<file path="src/rtl/btle_le1m_rx.sv">
// btle_le1m_rx: Bluetooth LE 1M-PHY baseband receiver.
//
// Takes complex baseband IQ at SAMPLE_PER_SYMBOL samples per bit. Each sample
// is turned into a bit by the sign of the phase difference to the previous
// sample. The access address is searched on every sample phase in parallel.
// After a hit, only the winning phase is decoded. Its bits are dewhitened,
// header and payload octets are written into a 64-octet RAM, and the
// trailing CRC24 is checked.
//
// Ports
//   clk, rst                  clock; synchronous active-high reset
//   unique_bit_sequence       access address, bit 0 is first over the air
//   channel_number            channel index, seeds the dewhitening LFSR
//   crc_state_init_bit        CRC24 preset
//   i, q, iq_valid            signed IQ sample and its strobe (<= 1 per 2 clk)
//   hit_flag                  1-clk pulse on access-address match
//   decode_run                high while PDU and CRC bits are being decoded
//   decode_end                1-clk pulse on the last CRC bit
//   crc_ok                    CRC result, valid from decode_end until next hit
//   best_phase                sample-phase lane that matched
//   payload_length            header octet 1 bits [6:0]
//   pdu_octet_mem_addr/_data  asynchronous RAM read port
//
// Build option
//   BTLE_RX_AA_TOLERANCE_EN   accept the access address with up to one bit error
//
// state  | meaning
// SEARCH | shifting bits into all phase lanes, looking for the access address
// DECODE | dewhitening/capturing PDU bits on best_phase, then checking CRC
module btle_le1m_rx #(
    parameter int SAMPLE_PER_SYMBOL           = 8,
    parameter int GFSK_DEMODULATION_BIT_WIDTH = 16,
    parameter int LEN_UNIQUE_BIT_SEQUENCE     = 32,
    parameter int CHANNEL_NUMBER_BIT_WIDTH    = 6,
    parameter int CRC_STATE_BIT_WIDTH         = 24
) (
    input  logic                                         clk,
    input  logic                                         rst,
    input  logic [LEN_UNIQUE_BIT_SEQUENCE-1:0]           unique_bit_sequence,
    input  logic [CHANNEL_NUMBER_BIT_WIDTH-1:0]          channel_number,
    input  logic [CRC_STATE_BIT_WIDTH-1:0]               crc_state_init_bit,
    input  logic signed [GFSK_DEMODULATION_BIT_WIDTH-1:0] i,
    input  logic signed [GFSK_DEMODULATION_BIT_WIDTH-1:0] q,
    input  logic                                         iq_valid,
    output logic                                         hit_flag,
    output logic                                         decode_run,
    output logic                                         decode_end,
    output logic                                         crc_ok,
    output logic [$clog2(SAMPLE_PER_SYMBOL)-1:0]         best_phase,
    output logic [6:0]                                   payload_length,
    output logic [7:0]                                   pdu_octet_mem_data,
    input  logic [5:0]                                   pdu_octet_mem_addr
);
    localparam int W  = GFSK_DEMODULATION_BIT_WIDTH;
    localparam int L  = LEN_UNIQUE_BIT_SEQUENCE;
    localparam int C  = CRC_STATE_BIT_WIDTH;
    localparam int PW = $clog2(SAMPLE_PER_SYMBOL);
    localparam int WL = CHANNEL_NUMBER_BIT_WIDTH + 1;
    localparam logic [C-1:0] CRC_POLY = C'(24'h00065B);

    typedef enum logic {SEARCH, DECODE} state_t;
    state_t state_q, state_d;

    logic signed [W-1:0]   i_prev_q, q_prev_q;
    logic signed [2*W-1:0] prod_qi, prod_iq;
    logic signed [2*W:0]   diff;
    logic                  demod_bit;
    logic                  bit_q, bit_vld_q;
    logic [PW-1:0]         phase_q, phase_nxt;
    // Lanes keep only the 31 newest bits; the oldest bit is only needed at
    // the moment of comparison, when it is still present in lane_new.
    logic [L-2:0]          lane_q [SAMPLE_PER_SYMBOL];
    logic [L-1:0]          lane_new, aa_diff;
    logic                  aa_match;
    logic                  hit_q, end_q, crc_ok_q, crc_err_q;
    logic [PW-1:0]         best_phase_q;
    logic [WL-1:0]         whiten_q;
    logic [C-1:0]          crc_q, crc_step;
    logic                  crc_fb;
    logic [10:0]           cnt_q, pdu_bits;
    logic [6:0]            oct_q;
    logic [6:0]            len_q;
    logic                  sym_vld, dbit, in_pdu, last_bit, ram_we;
    logic [7:0]            ram_q [64];

    // Im(conj(z_prev) * z): positive for a positive frequency deviation.
    assign prod_qi   = (2*W)'(q) * (2*W)'(i_prev_q);
    assign prod_iq   = (2*W)'(i) * (2*W)'(q_prev_q);
    assign diff      = (2*W+1)'(prod_qi) - (2*W+1)'(prod_iq);
    assign demod_bit = ~diff[2*W] & (|diff);

    assign phase_nxt = (phase_q == PW'(SAMPLE_PER_SYMBOL - 1)) ? '0 : phase_q + 1'b1;
    assign lane_new  = {bit_q, lane_q[phase_q]};
    assign aa_diff   = lane_new ^ unique_bit_sequence;
`ifdef BTLE_RX_AA_TOLERANCE_EN
    // x & (x-1) clears the lowest set bit, so zero means at most one bit set.
    assign aa_match  = ((aa_diff & (aa_diff - L'(1))) == '0);
`else
    assign aa_match  = (aa_diff == '0);
`endif

    assign sym_vld  = (state_q == DECODE) && bit_vld_q && (phase_q == best_phase_q);
    assign dbit     = bit_q ^ whiten_q[0];
    assign pdu_bits = {({1'b0, len_q} + 8'd2), 3'b000};
    assign in_pdu   = (cnt_q < pdu_bits);
    assign last_bit = (cnt_q == pdu_bits + 11'd23);
    assign crc_fb   = crc_q[C-1] ^ dbit;
    assign crc_step = {crc_q[C-2:0], 1'b0} ^ (crc_fb ? CRC_POLY : '0);
    assign ram_we   = !rst && sym_vld && in_pdu && (cnt_q[2:0] == 3'd7) && (cnt_q[10:9] == 2'b00);

    always_ff @(posedge clk) begin
        if (rst) state_q <= SEARCH;
        else     state_q <= state_d;
    end

    always_comb begin
        state_d = state_q;
        case (state_q)
            SEARCH:  if (bit_vld_q && aa_match) state_d = DECODE;
            DECODE:  if (sym_vld && !in_pdu && last_bit) state_d = SEARCH;
            default: state_d = SEARCH;
        endcase
    end

    always_comb begin
        decode_run = (state_q == DECODE);
    end

    always_ff @(posedge clk) begin
        if (rst) begin
            i_prev_q     <= '0;
            q_prev_q     <= '0;
            bit_q        <= 1'b0;
            bit_vld_q    <= 1'b0;
            phase_q      <= '0;
            hit_q        <= 1'b0;
            end_q        <= 1'b0;
            crc_ok_q     <= 1'b0;
            crc_err_q    <= 1'b0;
            best_phase_q <= '0;
            whiten_q     <= '0;
            crc_q        <= '0;
            cnt_q        <= '0;
            oct_q        <= '0;
            len_q        <= '0;
            for (int k = 0; k < SAMPLE_PER_SYMBOL; k++) lane_q[k] <= '0;
        end else begin
            bit_vld_q <= iq_valid;
            if (iq_valid) begin
                i_prev_q <= i;
                q_prev_q <= q;
                bit_q    <= demod_bit;
            end
            if (bit_vld_q) phase_q <= phase_nxt;
            hit_q <= 1'b0;
            end_q <= 1'b0;

            if (state_q == SEARCH && bit_vld_q) begin
                lane_q[phase_q] <= lane_new[L-1:1];
                if (aa_match) begin
                    hit_q        <= 1'b1;
                    best_phase_q <= phase_q;
                    whiten_q     <= {1'b1, channel_number};
                    crc_q        <= crc_state_init_bit;
                    crc_err_q    <= 1'b0;
                    crc_ok_q     <= 1'b0;
                    cnt_q        <= '0;
                    len_q        <= '0;
                end
            end

            if (sym_vld) begin
                // x^7+x^4+1 whitening, output taken from the LSB.
                whiten_q <= {whiten_q[0], whiten_q[6:4], whiten_q[3] ^ whiten_q[0], whiten_q[2:1]};
                cnt_q    <= cnt_q + 11'd1;
                if (in_pdu) begin
                    oct_q <= {dbit, oct_q[6:1]};
                    crc_q <= crc_step;
                    if (cnt_q == 11'd15) len_q <= oct_q;
                end else begin
                    // CRC goes out MSB first; shifting left presents the next bit.
                    crc_q <= {crc_q[C-2:0], 1'b0};
                    if (dbit != crc_q[C-1]) crc_err_q <= 1'b1;
                    if (last_bit) begin
                        end_q    <= 1'b1;
                        crc_ok_q <= !crc_err_q && (dbit == crc_q[C-1]);
                        for (int k = 0; k < SAMPLE_PER_SYMBOL; k++) lane_q[k] <= '0;
                    end
                end
            end
        end
    end

    always_ff @(posedge clk) begin
        if (ram_we) ram_q[cnt_q[8:3]] <= {dbit, oct_q};
    end

    assign pdu_octet_mem_data = ram_q[pdu_octet_mem_addr];
    assign hit_flag       = hit_q;
    assign decode_end     = end_q;
    assign crc_ok         = crc_ok_q;
    assign best_phase     = best_phase_q;
    assign payload_length = len_q;
endmodule

</file>
<file path="config.mk">
export PLATFORM = sky130hd
export DESIGN_NAME = btle_le1m_rx
export DESIGN_NICKNAME = d
export VERILOG_FILES = /design/src/rtl/btle_le1m_rx.sv
export SDC_FILE = /design/constraint.sdc
export NUM_CORES = 2
export LEC_CHECK = 0
export ABC_AREA = 1
export BUFFER_PORTS_ARGS = -buffer_cell sky130_fd_sc_hd__buf_2
export CAP_MARGIN = 20
export CORE_MARGIN = 5
export CORE_UTILIZATION = 25
export CTS_CLUSTER_SIZE = 8
export DETAILED_ROUTE_END_ITERATION = 10
export HOLD_SLACK_MARGIN = 0.05
export PLACE_DENSITY = 0.37
export SLEW_MARGIN = 20
export SYNTH_ARGS = -nofsm -noshare
export SYNTH_HDL_FRONTEND = slang
export SYNTH_SLANG_ARGS = --single-unit
</file>
<file path="constraint.sdc">
create_clock -name clk -period 8.52 [get_ports clk]
set_clock_uncertainty 0.2 [all_clocks]
set_input_delay 0.852 -clock clk [delete_from_list [all_inputs] [get_ports clk]]
set_output_delay 0.852 -clock clk [all_outputs]
set_load 0.005 [all_outputs]
</file>
Word-level counts from Yosys, hierarchy flattened
Memories as Yosys holds them, arrays and structs flattened. A register that Yosys moved wholly into a read port is not among the register bits. Cells that the tools add are included.

Bits in registers: 101. Bits of input ports: 103. Memories kept: 2. Memory bits (writable): 760. Logic and storage cells: 130. Output and inout bits: 22.

Bitwise logic cells: 17. Reductions and logical operators: 24. $add $sub $neg: 5. Magnitude comparators: 1. Multiplexer cells: 56. Eq/ne operators: 7. $mul: 2.

Memories: ram_q (words 64, bits a word 8, read ports 1, clocked after Yosys merged registers in 0, wr ports 1, RTL line 84) `logic [7:0] ram_q [64];`; lane_q (words 8, bits a word 31, read ports 1, clocked after Yosys merged registers in 1, wr ports 8, RTL line 72) `logic [L-2:0] lane_q [SAMPLE_PER_SYMBOL];`.

Operator list (number): 31-bit 2-to-1 mux (9); 24-bit 2-to-1 mux (4); 16-bit by 16-bit multiplier with 32-bit output (2); 7-bit 2-to-1 mux (8); 11-bit 2-to-1 mux (4); 33-bit OR reduction (1); 32-bit by 32-bit subtractor with 33-bit output (1); 32-bit logical NOT (1); 32-bit bitwise XOR (1); 31-bit OR reduction (1); 1-bit 2-to-1 mux (26); 24-bit by 11-bit bitwise XOR with 24-bit output (1); 3-bit 2-to-1 mux (4); 11-bit by 1-bit adder with 11-bit output (second input constant) (1); 11-bit by 5-bit adder with 11-bit output (second input constant) (1); 11-bit equality test (1); 11-bit by 4-bit equality test with 1-bit output (second input constant) (1); 1-bit logical AND (11); 11-bit less-than comparator (1); 7-bit by 2-bit adder with 8-bit output (second input constant) (1); 1-bit bitwise OR (8); 3-bit equality test (second input constant) (2); 2-bit AND reduction (3); 2-bit nonzero test (2); 11 further kinds (17).

Logic depth before layout (Yosys ltp)
Depth after elaboration: 10. Gate-level depth with buffers: 37.

Worst setup path after synthesis
No wires, ideal clock.

Path type: input-to-reg. Start: input port q[15]. End: register bit_q. Required time: 8.207 ns. Slack: 0.792 ns. Path buffers: 2. Data arrival time: 7.415 ns. Stages: 32. Library setup time: 0.113 ns. Path through: clkbuf_1 clkbuf_1 nand2_1 fa_1 inv_1 fa_1 fa_1 inv_1 fa_1 inv_1 fa_1 inv_1 fa_1 inv_1 fa_1 inv_1 fa_1 inv_1 ha_1 inv_1 o21ai_0 o21bai_1 a21oi_1 nand3_1 nand2_1 nand2_1 nor2_1 nand2_1 nor2_1 nand3_1 nand2_1 nand2_1.

Longest elaborated chain between the ends: 4. Elaborated cells on any way between the ends: 5. Those cells by class: 1 x add/sub; 1 x mul; 2 x bitwise; 1 x reduce/logical.

RTL lines: start: declaration (RTL line 43) `input logic signed [GFSK_DEMODULATION_BIT_WIDTH-1:0] q,`; 16-bit by 16-bit multiplier with 32-bit output * (RTL line 87) `assign prod_qi = (2*W)'(q) * (2*W)'(i_prev_q);`; 32-bit by 32-bit subtractor with 33-bit output * (RTL line 89) `assign diff = (2*W+1)'(prod_qi) - (2*W+1)'(prod_iq);`; 33-bit OR reduction / 1-bit NOT (equally long branches) (RTL line 90) `assign demod_bit = ~diff[2*W] & (|diff);`; 1-bit bitwise AND * (RTL line 90); end signal: assignment (RTL line 152) `bit_q <= demod_bit;`; end: declaration (RTL line 68) `logic bit_q, bit_vld_q;`.

Every way passes the cells marked *; elsewhere a longest branch is shown, timed or not. A chain may end at the register's enable or synchronous reset.

Worst setup path in the final report
Start: register i_prev_q[5]. End: register bit_q.

Longest elaborated chain between the ends: 4. Elaborated cells on any way between the ends: 5. Those cells by class: 1 x add/sub; 1 x mul; 2 x bitwise; 1 x reduce/logical.

RTL lines: start: declaration (RTL line 64) `logic signed [W-1:0] i_prev_q, q_prev_q;`; start signal: assignment (RTL line 150) `i_prev_q <= i;`; 16-bit by 16-bit multiplier with 32-bit output * (RTL line 87); 32-bit by 32-bit subtractor with 33-bit output * (RTL line 89); 33-bit OR reduction / 1-bit NOT (equally long branches) (RTL line 90); 1-bit bitwise AND * (RTL line 90).

Marks and branches as above.

==> summary.md <==
| Metric | Value |
|---|---|
| Starting Density | approximately a quarter |
| Top Usage Layer GRT | met2 |
| Final setup vio count | 0 |
| FP Rows | ~180 |
| Area contributors post-synth | edfxtp_1 39%, fa_1 20%, inv_1 7.9%, nand2_1 7.5%, nor2_1 5.6% |
| Total grt overflow | 0 |
| Seq/Total Area, Yosys | roughly 42% |
| Hold Crit Class | input pin to flip-flop |
| Routed WL | ~200 mm |
| Startpoint types | flip-flop |
| Drt initial violations | roughly 3.0k |
| Crit path capture type | flip-flop |
| Die area | about 250000 um2 |
| GPL Wtd Cong | roughly 0.82 |
| Horiz. Die Dim | 496 um |
| Placed Area | roughly 63000 um2 |
| Via count | between 40k and 50k |
| First-pass detailed-route iteration total | 6 |
| Asr flop ratio synth | 0% |
| Initial antenna violation count | 29 |
| Clock latency on the worst-skew pair | around 0.78 ns |
| Most numerous cell in the Yosys netlist | inv_1 |
| CP most frequent cell | fa_1 |
| Pins Over Slew Limit | 0 |
| Detailed placement HPWL | approximately 140 mm |
| First-pass GRT wire length | about 300 mm |
| Routed len/inst | between 20 and 25 um |
| Fin. Hold Viols | 0 |
| # H-tree levels | 4 |
| Net Count, Synth | about 7.3k |
| Dpl cells | around 9.4k |
| WP buf/inv | 7 |
| Met2 usage in global routing | ~27% |
| Outcome | finished clean |
| Max Cap Viol | 0 |
| Crit path DAT | roughly 8.5 ns |
| Min Tclk post-route | 7.97 ns |
| Syn Std Cell Area | roughly 59000 um2 |
| Layout area overhead | 13.7% |
| Synth top area share | approximately two fifths |
| GR met1 Demand/Resource | 22.6% |
| Core ar. | ~230000 um2 |
| Fin nets | ~7.3k |
| Period Utilization, post-route | 93.5% |
| Critical Path Slowest Stage Cell | dfxtp_1 |
| Avg Synthesized Cell Area | ~9 um2 |
| Seq cells post-synth | 864 |
| Synth Flop Type | edfxtp_1 |
| WS Path Type | flip-flop to flip-flop |
| CTS buffer count | 130 |
| Fmax | approximately 130 MHz |
| Design area | roughly 67000 um2 |
| Clock slew at reported path FFs | around 0.06 ns |
| Delay-heaviest family, CP | adder cells |
| EDFF count, synth | 760 |
| Max Buffers Root-to-Sink | 3 |
| Least-Margin Pin Slew | between 1 and 1.5 ns |
| Most frequent cells after synthesis | 1236 x inv_1, 1183 x nand2_1, 884 x nor2_1 |
| Required @ worst endpoint | 9.02 ns |
| DRC | 0 |
| Rel. slew slack | around a third |
| Antenna Nets Post-Route | 0 |
| Global Route Usage Sum | 16.4% |
| Vias in the first global route | approximately 44k |
| Root Buffer | clkbuf_16 |
| RSZ-0062 raised after global routing | false |
| Max FO, Critical Path | 11 |
| Fraction of layout cells with a size suffix above 1 | under 10% |
| Largest area contributor in the netlist | edfxtp_1 |
| Fin cells | just under 10k |
| Grt met3 use | just under 3% |
| Port Buffers | approximately 120 |
| Die height | just under 500 um |
| CTS sink cnt | approximately 860 |
| CTS tree | yes |
| Largest net degree at the start of global routing | 129 |
| Distinct cell type count after synthesis | 40 |
| Ports | about 130 |
| Yosys warnings | 0 |
| Cells after Synth | between 6k and 7k |
| Setup TNS | 0 ns |
| Critical path's largest stage delay | 0.80 ns |
| Vias per std cell | about 4.4 |
## kinds of logic (layout without fill, tap and decap cells)
| logic type | count (synthesis) | in the layout | synth area share, % |
|---|---|---|---|
| xor gates and xnor gates | 41 | 41 | 0.609 |
| adders and majority gates | 765 | 765 | 23.7 |
| AOI/OAI and AO/OA | 671 | 671 | 6.26 |
| buffers and inverters | 1586 | 1678 | 10.3 |
| DFF | 864 | 864 | 42.2 |
| and+or+nand+nor | 2465 | 2465 | 16.8 |
| other | 0 | 13 | 0 |
## sequential cells by signal, summed over array words and instances (netlist names), named ones only
signal,cells
best_phase,3
cnt_q,11
decode_end,1
phase_q,3
decode_run,1
crc_q,24
q_prev_q,16
crc_err_q,1
whiten_q,7
ram_q,512
lane_q,248
bit_q,1
i_prev_q,16
bit_vld_q,1
oct_q,7
payload_length,7
crc_ok,1
hit_flag,1
## area by class of cell
type | count | area, um2
Tap cell | 3150 | 3940
Antenna cell | 13 | 32.5
Clock buffer | 169 | 3530
Fill cell | 24971 | 168000
Multi-Input combinational cell | 3942 | 28000
Inverter | 1242 | 4670
Sequential cell | 864 | 24900
Timing Repair Buffer | 251 | 1620
Clock inverter | 16 | 303
## worst paths after layout
path | slack, ns | cells after the start | start | endpoint
setup / recovery | 0.55 | 28 | i_prev_q[5] | bit_q
setup reg to reg | 0.55 | 28 | i_prev_q[5] | bit_q
hold reg to reg | 0.27 | 2 | crc_err_q | crc_err_q
hold / removal | 0.21 | 5 | crc_state_init_bit[7] | crc_q[7]
## worst reg2reg max path, delay by kind of cell, from the launching register on
family / cells / cell delay (ns)
compound gates: 1 / 0.16
fa+ha+maj: 9 / 4.50
buf+inv: 7 / 0.66
flops: 1 / 0.80
simple gates: 11 / 1.58
## timing repair
| action | in CTS | in global routing |
|---|---|---|
| gates resized for setup | 0 | 1 |
| endpoints found under the setup margin | 0 | 1 |
| setup buffers | 0 | 0 |
| hold buffers | 0 | 0 |
## per-stage QoR
| step | hold WS (ns) | utilization, % | worst slack, ns |
|---|---|---|---|
| floorplan | 0.233 | - | 0.792 |
| global placement | 0.250 | 26.9 | 0.255 |
| detailed placement | 0.259 | 26.9 | 0.237 |
| CTS | 0.129 | 28.5 | 0.332 |
| global route | 0.205 | 28.5 | 0.136 |
| finish | 0.214 | 28.5 | 0.555 |
## placed cells by master (no fill, tap or decap), types with 3 or more instances in the layout
cell and instances:
buf_12 3, dfxtp_1 93, clkbuf_16 135, nand3_1 271
or2_2 25, nor3_1 22, o21bai_1 9, buf_2 122
nand2_2 41, inv_2 4, inv_6 3, clkbuf_1 32
nand3b_1 30, inv_1 1232, clkinv_16 4, diode_2 13
a22oi_1 6, o211ai_1 5, buf_4 125, nor2_1 884
o21ai_1 7, o32ai_1 4, clkinv_1 3, o21ai_0 403
ha_1 176, o221ai_1 21, nand4_1 19, fa_1 589
inv_16 3, xnor2_1 17, clkinv_2 4, dfxtp_2 10
nand2_1 1166, nor4_1 3, a21oi_1 72, edfxtp_1 760
xor2_1 24, o22ai_1 136
## layer usage
layer | vias to the layer above | share of wire, %
met4 | 4 | 1.8
met5 | - | 0.010
met2 | 958 | 47
met1 | 21196 | 46
met3 | 206 | 5.2
li1 | 20020 | -
Power is not shown: default switching activity piles up to over one toggle a cycle in this logic, so the estimate is an artifact.
